`src/rtl/mem_port_arbiter.sv`:
```
// mem_port_arbiter
// Shares one memory port between an instruction-fetch requester and a data
// requester. At most one memory transaction is outstanding at a time. Data
// normally wins arbitration. A starvation counter forces a fetch grant after
// STARVE_MAX consecutive data grants that were made while a fetch was waiting.
//
// Handshake semantics (all on posedge clk):
//   requester side : if_req / d_req rise with the command and are held high
//                    until the matching ready pulse. Ready is a one-cycle
//                    pulse, and rdata is valid only in that cycle. rdata then
//                    holds its value until the next pulse. If the request is
//                    dropped before the response, the transaction still runs
//                    to completion, but no ready pulse is produced.
//   memory side    : mem_req is held high with a stable command until a cycle
//                    in which mem_gnt=1. The response is the first cycle with
//                    mem_rvalid=1 after that grant. This applies to reads and
//                    to writes. mem_gnt and mem_rvalid are ignored whenever
//                    they are not expected.
//
// Ports:
//   clk, rst_n                    clock, asynchronous active-low reset
//   if_req, if_addr               fetch request / address
//   if_ready, if_rdata            fetch completion pulse / instruction word
//   d_req, d_we, d_addr, d_wdata  data request / write enable / address / data
//   d_ready, d_rdata              data completion pulse / load data
//   mem_req, mem_we, mem_addr,
//   mem_wdata                     command to the shared memory port
//   mem_gnt                       memory accepts the command
//   mem_rvalid, mem_rdata         memory response
//   PC_Write                      low while a fetch is outstanding
//   dbg_state_o                   FSM state (0 IDLE, 1 REQ, 2 WAIT)
//   dbg_starve_o                  current starvation count
module mem_port_arbiter #(
    parameter int STARVE_MAX = 4,   // must be >= 1
    parameter int AW         = 32,
    localparam int SW        = $clog2(STARVE_MAX + 1)
) (
    input  logic          clk,
    input  logic          rst_n,
    input  logic          if_req,
    input  logic [AW-1:0] if_addr,
    output logic          if_ready,
    output logic [AW-1:0] if_rdata,
    input  logic          d_req,
    input  logic          d_we,
    input  logic [AW-1:0] d_addr,
    input  logic [AW-1:0] d_wdata,
    output logic          d_ready,
    output logic [AW-1:0] d_rdata,
    output logic          mem_req,
    output logic          mem_we,
    output logic [AW-1:0] mem_addr,
    output logic [AW-1:0] mem_wdata,
    input  logic          mem_gnt,
    input  logic          mem_rvalid,
    input  logic [AW-1:0] mem_rdata,
    output logic          PC_Write,
    output logic [1:0]    dbg_state_o,
    output logic [SW-1:0] dbg_starve_o
);

    typedef enum logic [1:0] {
        ST_IDLE = 2'd0,
        ST_REQ  = 2'd1,
        ST_WAIT = 2'd2
    } state_t;

    localparam logic          OWN_IF     = 1'b0;
    localparam logic          OWN_D      = 1'b1;
    localparam logic [SW-1:0] STARVE_LIM = SW'(STARVE_MAX);

    state_t          state_q, state_d;
    logic            owner_q, owner_d;
    logic            we_q, we_d;
    logic [AW-1:0]   addr_q, addr_d;
    logic [AW-1:0]   wdata_q, wdata_d;
    logic [SW-1:0]   starve_q, starve_d;
    logic [AW-1:0]   if_rdata_q, d_rdata_q;
    logic            fetch_win;

    // A fetch wins only when there is no data request, or when it has already
    // waited through STARVE_MAX data grants.
    assign fetch_win = if_req && (!d_req || (starve_q == STARVE_LIM));

    always_comb begin
        state_d  = state_q;
        owner_d  = owner_q;
        we_d     = we_q;
        addr_d   = addr_q;
        wdata_d  = wdata_q;
        starve_d = starve_q;
        mem_req  = 1'b0;
        if_ready = 1'b0;
        d_ready  = 1'b0;

        case (state_q)
            ST_IDLE: begin
                if (if_req || d_req) begin
                    state_d = ST_REQ;
                    if (fetch_win) begin
                        owner_d = OWN_IF;
                        we_d    = 1'b0;
                        addr_d  = if_addr;
                        wdata_d = '0;
                    end else begin
                        owner_d = OWN_D;
                        we_d    = d_we;
                        addr_d  = d_addr;
                        wdata_d = d_wdata;
                    end
                end
            end
            ST_REQ: begin
                mem_req = 1'b1;
                if (mem_gnt) begin
                    state_d = ST_WAIT;
                end
            end
            ST_WAIT: begin
                if (mem_rvalid) begin
                    state_d = ST_IDLE;
                    // An owner that has dropped its request gets no pulse,
                    // and the response is discarded.
                    if (owner_q == OWN_IF) begin
                        if_ready = if_req;
                    end else begin
                        d_ready = d_req;
                    end
                end
            end
            default: begin
                state_d = ST_IDLE;
            end
        endcase

        // The count only means something while a fetch is waiting.
        if (!if_req) begin
            starve_d = '0;
        end else if (state_q == ST_IDLE) begin
            if (fetch_win) begin
                starve_d = '0;
            end else if (d_req && (starve_q != STARVE_LIM)) begin
                starve_d = starve_q + SW'(1);
            end
        end
    end

    always_ff @(posedge clk or negedge rst_n) begin
        if (!rst_n) begin
            state_q    <= ST_IDLE;
            owner_q    <= OWN_IF;
            we_q       <= 1'b0;
            addr_q     <= '0;
            wdata_q    <= '0;
            starve_q   <= '0;
            if_rdata_q <= '0;
            d_rdata_q  <= '0;
        end else begin
            state_q  <= state_d;
            owner_q  <= owner_d;
            we_q     <= we_d;
            addr_q   <= addr_d;
            wdata_q  <= wdata_d;
            starve_q <= starve_d;
            if (if_ready) begin
                if_rdata_q <= mem_rdata;
            end
            if (d_ready) begin
                d_rdata_q <= mem_rdata;
            end
        end
    end

    // rdata follows mem_rdata in the ready cycle itself, then holds.
    assign if_rdata     = if_ready ? mem_rdata : if_rdata_q;
    assign d_rdata      = d_ready ? mem_rdata : d_rdata_q;
    assign mem_we       = we_q;
    assign mem_addr     = addr_q;
    assign mem_wdata    = wdata_q;
    assign PC_Write     = ~(if_req & ~if_ready);
    assign dbg_state_o  = state_q;
    assign dbg_starve_o = starve_q;

endmodule

```
`config.mk`:
```
export PLATFORM = sky130hd
export DESIGN_NAME = mem_port_arbiter
export DESIGN_NICKNAME = d
export VERILOG_FILES = /design/src/rtl/mem_port_arbiter.sv
export SDC_FILE = /design/constraint.sdc
export NUM_CORES = 1
export LEC_CHECK = 0
export CAP_MARGIN = 5
export CORE_MARGIN = 3
export CORE_UTILIZATION = 45
export CTS_BUF_LIST = sky130_fd_sc_hd__clkbuf_4 sky130_fd_sc_hd__clkbuf_8 sky130_fd_sc_hd__clkbuf_16
export DETAILED_ROUTE_END_ITERATION = 8
export HOLD_SLACK_MARGIN = 0.06
export PLACE_DENSITY_LB_ADDON = 0.05
export SLEW_MARGIN = 20
export SYNTH_ARGS = -nofsm -noshare
export SYNTH_HDL_FRONTEND = slang
export SYNTH_SLANG_ARGS = --single-unit
```
`constraint.sdc`:
```
create_clock -name clk -period 5.6 [get_ports clk]
set_input_delay 1.68 -clock clk [delete_from_list [all_inputs] [get_ports clk]]
set_output_delay 1.68 -clock clk [all_outputs]
set_load 0.005 [all_outputs]
```
# ---- Yosys cells after proc, flatten, opt, wreduce, memory -nomap -nowiden
# Cells that the tools add are included.
# Widths: inputs -> output; s select.
dict set report word_totals {
  register_bits 135
  out_inout_bits 138
  word_cells 51
}
dict set report op_classes {
  n_addsub 1
  n_eq_ne 9
  n_mux 21
  bitwise 3
  reduce_logical 9
}
# op count
set op_table {}
lappend op_table {{$mux 32} 4}
lappend op_table {{$mux 3} 4}
lappend op_table {{$mux 1} 9}
lappend op_table {{$mux 2} 3}
lappend op_table {{$ne 2x2->1 const B} 3}
lappend op_table {{$pmux 2 s3} 1}
lappend op_table {{$reduce_and 2->1} 2}
lappend op_table {{$add 3x1->3 const B} 1}
lappend op_table {{$eq 3x3->1 const B} 1}
lappend op_table {{$ne 3x1->1 const B} 1}
lappend op_table {{$ne 3x3->1 const B} 1}
lappend op_table {{$reduce_and 3->1} 1}
lappend op_table {{$eq 2x1->1 const B} 1}
lappend op_table {{$eq 2x2->1 const B} 1}
lappend op_table {{$logic_and 1x1->1} 2}
lappend op_table {{$logic_not 2->1} 1}
lappend op_table {{$logic_or 1x1->1} 2}
lappend op_table {{$ne 2x1->1 const B} 1}
lappend op_table {{$not 1->1} 2}
lappend op_table {{$and 1x1->1} 1}
lappend op_table {{$logic_not 1->1} 1}

# ---- Logic depth before layout (Yosys ltp)
# Gate-level depths: netlist of run 1.
dict set report depth {
  ltp_word 6
  depth_mapped 7
  mapped_depth_nobuf 5
}

# ---- Worst setup path before layout of run 1
# No wires, ideal clock.
dict set report synth_path {
  kind {input to output}
  startpoint {in mem_rvalid}
  endpoint {out d_rdata[22]}
  arrival_time_ps 2581
  setup_slack_ps 1339
  stages 5
  path_cell_list {and3b_1 > and3_1 > buf_6 > buf_12 > mux2_4}
}
dict set report synth_between {
  elab_chain_cells 3
}
# item line_no
set synth_rtl {}
lappend synth_rtl {{from (decl)} 55} ;# input logic mem_rvalid,
lappend synth_rtl {{$mux 1} 120} ;# if (mem_rvalid) begin
lappend synth_rtl {{$mux 1} 96} ;# case (state_q)
lappend synth_rtl {{net d_ready} 48} ;# output logic d_ready,
lappend synth_rtl {{$mux 32} --}
lappend synth_rtl {{to (decl)} 49} ;# output logic [AW-1:0] d_rdata,
# The timed path passes the listed nets, and every way through them passes these cells.

# ---- Worst setup path in the final report of run 1
dict set report layout_path {
  startpoint {in mem_rvalid}
  endpoint {out if_rdata[2]}
}
dict set report layout_between {
  elab_chain_cells 3
}
# item line_no
set layout_rtl {}
lappend layout_rtl {{$mux 1} 120}
lappend layout_rtl {{$mux 1} 96}
lappend layout_rtl {{$mux 32} --}
lappend layout_rtl {{to (decl)} 43} ;# output logic [AW-1:0] if_rdata,
# Every way passes these cells.

==> results of run 1 <==
==> cells by family (layout without fill, tap and decap cells) <==
kind of cell	after synthesis	count (layout)	share of synthesized area, %
AO/OA/AOI/OAI	75	75	10.6
flip-flops	135	135	56.0
multiplexers	64	64	15.5
buffers and inverters	83	351	6.97
adder cells (fa/ha/maj)	2	2	0.415
AND/OR/NAND/NOR	116	116	10.5
==> worst reg2reg max path: stages (launching register included) <==
cell      delay, ps
dfrtp_1         460
nor2_4          540
buf_4           700
and2_1          260
buf_4           350
o221ai_1        210
==> metrics by stage <==
step / instances / setup WS [ps] / utilization [%]
floorplan: 475 / 1340 / -
global placement: 882 / 297 / 68.4
detailed placement: 882 / 273 / 68.4
CTS: 914 / 258 / 73.5
global route: 915 / 179 / 73.8
finish: 915 / 256 / 73.8
==> where the power goes <==
| part | leakage [nW] | internal (mW) | switching [mW] | total [mW] |
|---|---|---|---|---|
| clock network | 0.329 | 0.819 | 0.394 | 1.21 |
| logic | 2.00 | 1.34 | 0.848 | 2.19 |
| registers | 1.71 | 1.41 | 0.201 | 1.62 |
| total | 4.04 | 3.57 | 1.44 | 5.01 |
==> layer usage <==
layer	wire length [um]	GRT usage (%)	vias up
met3	1590	10.7	28
met1	6810	28.9	2448
met5	0	0	-
met4	445	8.82	0
li1	-	-	2253
met2	8980	40.2	193
==> path summary, 6_finish.rpt <==
path / start / endpoint / slack [ps]
worst max-delay path: mem_rvalid / if_rdata[2] / 260
worst min-delay path: mem_wdata[28] / mem_wdata[28] / 490
worst max register to register: dbg_state_o[1] / mem_addr[10] / 2910
worst min register to register: mem_wdata[28] / mem_wdata[28] / 490
max in group asynchronous: rst_n / d_rdata_q[11] / 3750
min in group asynchronous: rst_n / if_rdata_q[10] / 1170
==> registers in the layout, summed over array words and instances (netlist names) <==
register / cells
d_rdata_q: 32
dbg_starve_o: 3
dbg_state_o: 2
if_rdata_q: 32
mem_addr: 32
mem_wdata: 32
mem_we: 1
owner_q: 1
==> cell type report <==
type                    count  area, um^2
clock buffers              24         515
clock inverters             8         140
fillers                   892        3380
inverters                  35         131
multi-input cells         257        2240
flip-flops and latches    135        3380
well taps                 172         215
repair buffers            284        2870
==> cell usage in the layout (no fill, tap or decap) <==
master / Yosys / final
nor2_4: 0 / 1
buf_12: 3 / 3
clkbuf_16: 0 / 17
a21boi_0: 4 / 4
and3b_1: 2 / 1
nand2_1: 4 / 4
nor4b_1: 1 / 1
buf_4: 1 / 8
a21oi_1: 2 / 2
o221ai_1: 32 / 32
ha_1: 2 / 2
and3_2: 0 / 1
dfrtp_1: 135 / 135
buf_6: 5 / 1
and3b_2: 0 / 1
a22o_1: 1 / 1
mux2_4: 57 / 57
nor2_1: 2 / 1
clkbuf_8: 0 / 6
nor2b_1: 1 / 1
and2_1: 2 / 1
buf_16: 0 / 1
and2_2: 0 / 1
o21ai_0: 2 / 2
or2b_1: 1 / 1
clkdlybuf4s50_1: 0 / 271
clkbuf_4: 0 / 1
nand2b_1: 1 / 1
inv_1: 35 / 35
o2bb2ai_1: 33 / 33
a21bo_1: 1 / 1
clkinv_2: 0 / 4
nand4_1: 32 / 32
nand3_1: 67 / 67
or2_2: 1 / 2
bufinv_16: 0 / 4
mux2_2: 7 / 7
==> results.md, run 1 <==
- Status: completed
- Share of cells above drive strength 1: 15.5%
- TritonRoute pass-1 iters: 5
- Synth cell count leaders: dfrtp_1 (135), nand3_1 (67), mux2_4 (57)
- Count leader, synth: dfrtp_1
- Rows: 41
- Hold Path Stages: 1
- Clk buf depth: 2
- Worst path cell trace: clkdlybuf4s50_1 -> and3b_1 -> and3b_2 -> buf_12 -> mux2_2 -> clkdlybuf4s50_1
- Initial antenna violation count: 0
- Final Hold Vio Count: 0
- Nets: a little under 900
- Min Tclk post-route: 5340 ps
- Worst path slowest cell: clkdlybuf4s50_1
- CTS sink cnt: around 140
- Fmax achieved: 187 MHz
- First-pass GRT wire length: 28300 um
- Syn Nets: a little over 600
- Number of cells on the critical path: 6
- Crit path max-delay family: buffers and inverters
- Worst path bufs/invs: 3
- Postcts setup bufs: 0
- Post-detail-place hpwl: 12000 um
- WL per Instance: roughly 20 um
- Core area: 0.0129 mm^2
- Gpl congestion: 0.764
- Initial Utilization: approximately 47%
- Largest net degree at the start of global routing: 111
- Area growth from synthesis to layout: 57.4%
- CTS tree: yes
- FF+latch count, synth: 135
- Most common cell on crit path: clkdlybuf4s50_1
- Top cells by area, synth: dfrtp_1 (56%), mux2_4 (14%), nand3_1 (5.6%)
- Pwr/cell area: between 500 and 600 mW/mm^2
- Number of H-tree levels: 4
- Max cap viols: 0
- Post-synthesis async set-or-reset flop share: between 90% and 100%
- Period utilisation layout: a little over nine tenths
- VDD IR max: about 280 uV
- Hold crit path type: reg -> reg
- Routed vias: between 4000 and 5000
- Wirelength, routed: 17800 um
- Reg clk slew, reported paths: around 50 ps
- Clk Latency, worst-skew pair: 410 ps
- Hold Worst Slack: approximately 490 ps
- CP endpoint kind: output pin
- Worst setup SP type: input pin
- Final slew viol count: 0
- Req. time, crit path: 3920 ps
- P_leak: 4.04 nW
- Vias in the first global route: 5257
- Setup violators final: 0
- DRC: 0
- Power Total: between 5 and 6 mW
- Root buffer cell: clkbuf_16
- Register-to-Register Path Depth: 5
- CTS resizes: 0
- Gate Count Post-Synth: around 480
- TritonCTS Buffers: 17
- EDFF count, synth: 0
- Initial DRC count: 402
- Final ANT Viol Nets: 0
- Die width: ~120 um
- Die ar.: about 0.015 mm^2
- Placed cell areas: slightly below 0.009 mm^2
- Rel. slew slack: a little over two fifths
- Crit Path Class: in -> out
- Post-synth top area cell: dfrtp_1
- Crit Path Max Fanout: 34
- Worst Tran Pin Value: 870 ps
- RSZ-0062 raised after global routing: false
- IO Port Bufs: ~270
- IO Count: 273
- Netlist Area Pre-Place: 0.00603 mm^2
- Synthesis Warnings: 0
- Hold buffer count at cts: 0
- Crit path arrival time: between 3000 and 4000 ps
- Seq/Total Area, Yosys: roughly 56%
- Post-synth top area share: 56.0%
- Final Instance Area: ~0.0095 mm^2
- Chip height: ~120 um
- Clk_skew: approximately 5.4 ps
- Main synth FF type: dfrtp_1
- Ant diodes: 0
- Via density: 5.38
- Total track usage: between 20% and 30%
- Worst stage delay on the critical path: between 400 and 500 ps
- Mean Syn Cell Area: about 13 um^2
- Total negative slack: 0 ps
- Yosys cell types: 31
- Total gr overflow: 0
(Power assumes the default switching activity.)
==> run 2, diff against run 1 <==
CORE_MARGIN = 4   (was 3)
==> results.md, run 2 (same netlist as run 1, synthesis figures left out) <==
- Status: completed
- VDD IR max: 284 uV (+2.5%)
- Rel. slew slack: 32.4% (-9.6 points)
- Worst setup SP type: input pin
- Crit path arrival time: 3670 ps (about the same)
- Req. time, crit path: 3920 ps (about the same)
- Reg clk slew, reported paths: 50 ps (about the same)
- Wirelength, routed: 17700 um (-0.65%)
- Initial Utilization: 45.7% (-1.1 points)
- Crit path max-delay family: buffers and inverters
- Nets: 864 (-0.35%)
- CP endpoint kind: output pin
- Initial antenna violation count: 0 (unchanged)
- IO Count: 273 (unchanged)
- Reg2Reg Capture Point: mem_wdata[17]
- Ant diodes: 0 (unchanged)
- Die ar.: 0.0153 mm^2 (+3.3%)
- Worst stage delay on the critical path: 490 ps (+20 ps)
- Worst path bufs/invs: 3 (unchanged)
- Root buffer cell: clkbuf_16
- Postcts setup bufs: 0 (unchanged)
- P_leak: 3.99 nW (-1.2%)
- Chip height: 124 um (+1.6%)
- Die width: 124 um (+1.6%)
- Via density: 5.34 (-0.74%)
- First-pass GRT wire length: 27200 um (-3.7%)
- Crit Path Class: in -> out
- Initial DRC count: 255 (-37%)
- Worst path cell trace: clkdlybuf4s50_1 -> and3b_1 -> and3b_2 -> buf_12 -> mux2_2 -> clkdlybuf4s50_1
- Core area: 0.0132 mm^2 (+2.4%)
- Final slew viol count: 0 (unchanged)
- Final ANT Viol Nets: 0 (unchanged)
- CTS tree: yes
- Gpl congestion: 0.774 (+1.4%)
- Area growth from synthesis to layout: 55.8%
- # fillers: 951 (+6.6%)
- WL per Instance: 19.3 um (-0.76%)
- Post-detail-place hpwl: 11800 um (-2.0%)
- Most frequent cells in the layout: clkdlybuf4s50_1 (271), dfrtp_1 (135), nand3_1 (67), mux2_4 (57), inv_1 (35)
- Hold Worst Slack: 486 ps (-1.20 ps)
- Hold Path Sink: mem_wdata[26]
- Hold Path Stages: 1 (unchanged)
- Period utilisation layout: 95.6% (+0.14 points)
- Final Hold Vio Count: 0 (unchanged)
- RSZ-0062 raised after global routing: false
- Clk Latency, worst-skew pair: 420 ps (about the same)
- Rows: 42 (+2.4%)
- Register-to-Register Path Depth: 7 (+2)
- Fmax achieved: 187 MHz (-0.14%)
- Total track usage: 23.2% (-1.3 points)
- CTS sink cnt: 135 (unchanged)
- Worst path slowest cell: clkdlybuf4s50_1
- Share of cells above drive strength 1: 15.3% (-0.21 points)
- IO Port Bufs: 272 (unchanged)
- Pwr/cell area: 522 mW/mm^2 (-1.1%)
- Hold crit path type: reg -> reg
- CTS resizes: 0 (unchanged)
- Crit Path Max Fanout: 34 (unchanged)
- DRC: 0 (unchanged)
- Vias in the first global route: 5031 (-4.3%)
- Finished Core Util: 71.2% (-2.5 points)
- Clk_skew: 14.0 ps (+8.54 ps)
- Setup violators final: 0 (unchanged)
- Most common cell on crit path: clkdlybuf4s50_1
- TritonRoute pass-1 iters: 4 (-1)
- Clk buf depth: 2 (unchanged)
- Largest net degree at the start of global routing: 109 (-1.8%)
- Max cap viols: 0 (unchanged)
- Total negative slack: 0 ps (unchanged)
- Worst R2R Setup Slack: 3020 ps (+110 ps)
- Hold buffer count at cts: 0 (unchanged)
- Hold wc startpoint: mem_wdata[26]
- Most common cell after layout, fill and taps aside: clkdlybuf4s50_1
- Origin of the critical flop-to-flop path: dbg_starve_o[0]
- Routed vias: 4891 (-0.63%)
- Min Tclk post-route: 5350 ps (+7.65 ps)
- Worst Tran Pin Value: 1010 ps (+144 ps)
- Number of H-tree levels: 4 (unchanged)
- Total gr overflow: 0 (unchanged)
- TritonCTS Buffers: 17 (unchanged)
-- run 2: changes by cell type in the layout (fill, tap and decap cells not counted) --
cell       change
clkbuf_8       -1
bufinv_16      -2
clkinv_2       +1
buf_4          -1
buf_16         -1
clkbuf_4       +1
nand2_1        -1
clkinv_4       +1
nand2_2        +1
buf_12         -1
-- run 2: per-layer routing --
| metal | vias up | wire (um) | global-route usage, % |
|---|---|---|---|
| met5 | - | 0 | 0 |
| met4 | 0 | 416 | 8.58 |
| met3 | 26 | 1660 | 10.6 |
| met2 | 203 | 8660 | 36.5 |
| met1 | 2414 | 6970 | 28.2 |
| li1 | 2248 | - | - |
-- run 2: final cells by class --
| type | count | area, um^2 | area share [%] |
|---|---|---|---|
| timing repair buffer | 281 | 2820 | 30.0 |
| tap | 176 | 220 | 2.34 |
| inverter | 35 | 131 | 1.40 |
| multi-input combinational | 257 | 2250 | 23.9 |
| clock buffer | 24 | 509 | 5.42 |
| clock inverter | 8 | 93.8 | 0.999 |
| sequential | 135 | 3380 | 36.0 |
-- run 2: report_power, final --
group	internal [mW]	switching, mW	total, mW
Clock	0.721	0.398	1.12
Sequential	1.41	0.203	1.62
Combinational	1.33	0.839	2.17
-- run 2: how the worst max path moves through the flow --
stage | from | end | slack [ps] | cells after the start
floorplan | mem_rvalid | d_rdata[22] | 1340 | 5
global placement | mem_rvalid | d_rdata[0] | 290 | 6
detailed placement | mem_rvalid | if_rdata[2] | 250 | 6
CTS | mem_rvalid | if_rdata[2] | 250 | 6
global route | mem_rvalid | if_rdata[2] | 180 | 6
finish | mem_rvalid | if_rdata[2] | 250 | 6
-- run 2: metrics by stage --
step / setup slack, ps / cells / power (mW) / cell area [um^2]
global route: 184 / 916 / 5.20 / 9400
detailed placement: 252 / 884 / 3.80 / 8790
floorplan: 1340 / 475 / 2.56 / 6030
global placement: 287 / 884 / 3.75 / 8790
finish: 248 / 916 / 4.91 / 9400
CTS: 245 / 916 / 4.96 / 9390
-- run 2: worst register-to-register path, delay by kind of cell, from the launching register on --
family,cells,cell delay [ps]
buffers and inverters,3,830
and+or+nand+nor,1,830
DFF,1,410
AOI/OAI and AO/OA,2,230
adders and majority gates,1,170
==> run 3, diff against run 2 <==
ABC_AREA = 0   (was not set)
TNS_END_PERCENT = 20   (was not set)
==> results of run 3 <==
The final DEF is identical to that of run 2; final timing and power are the same.
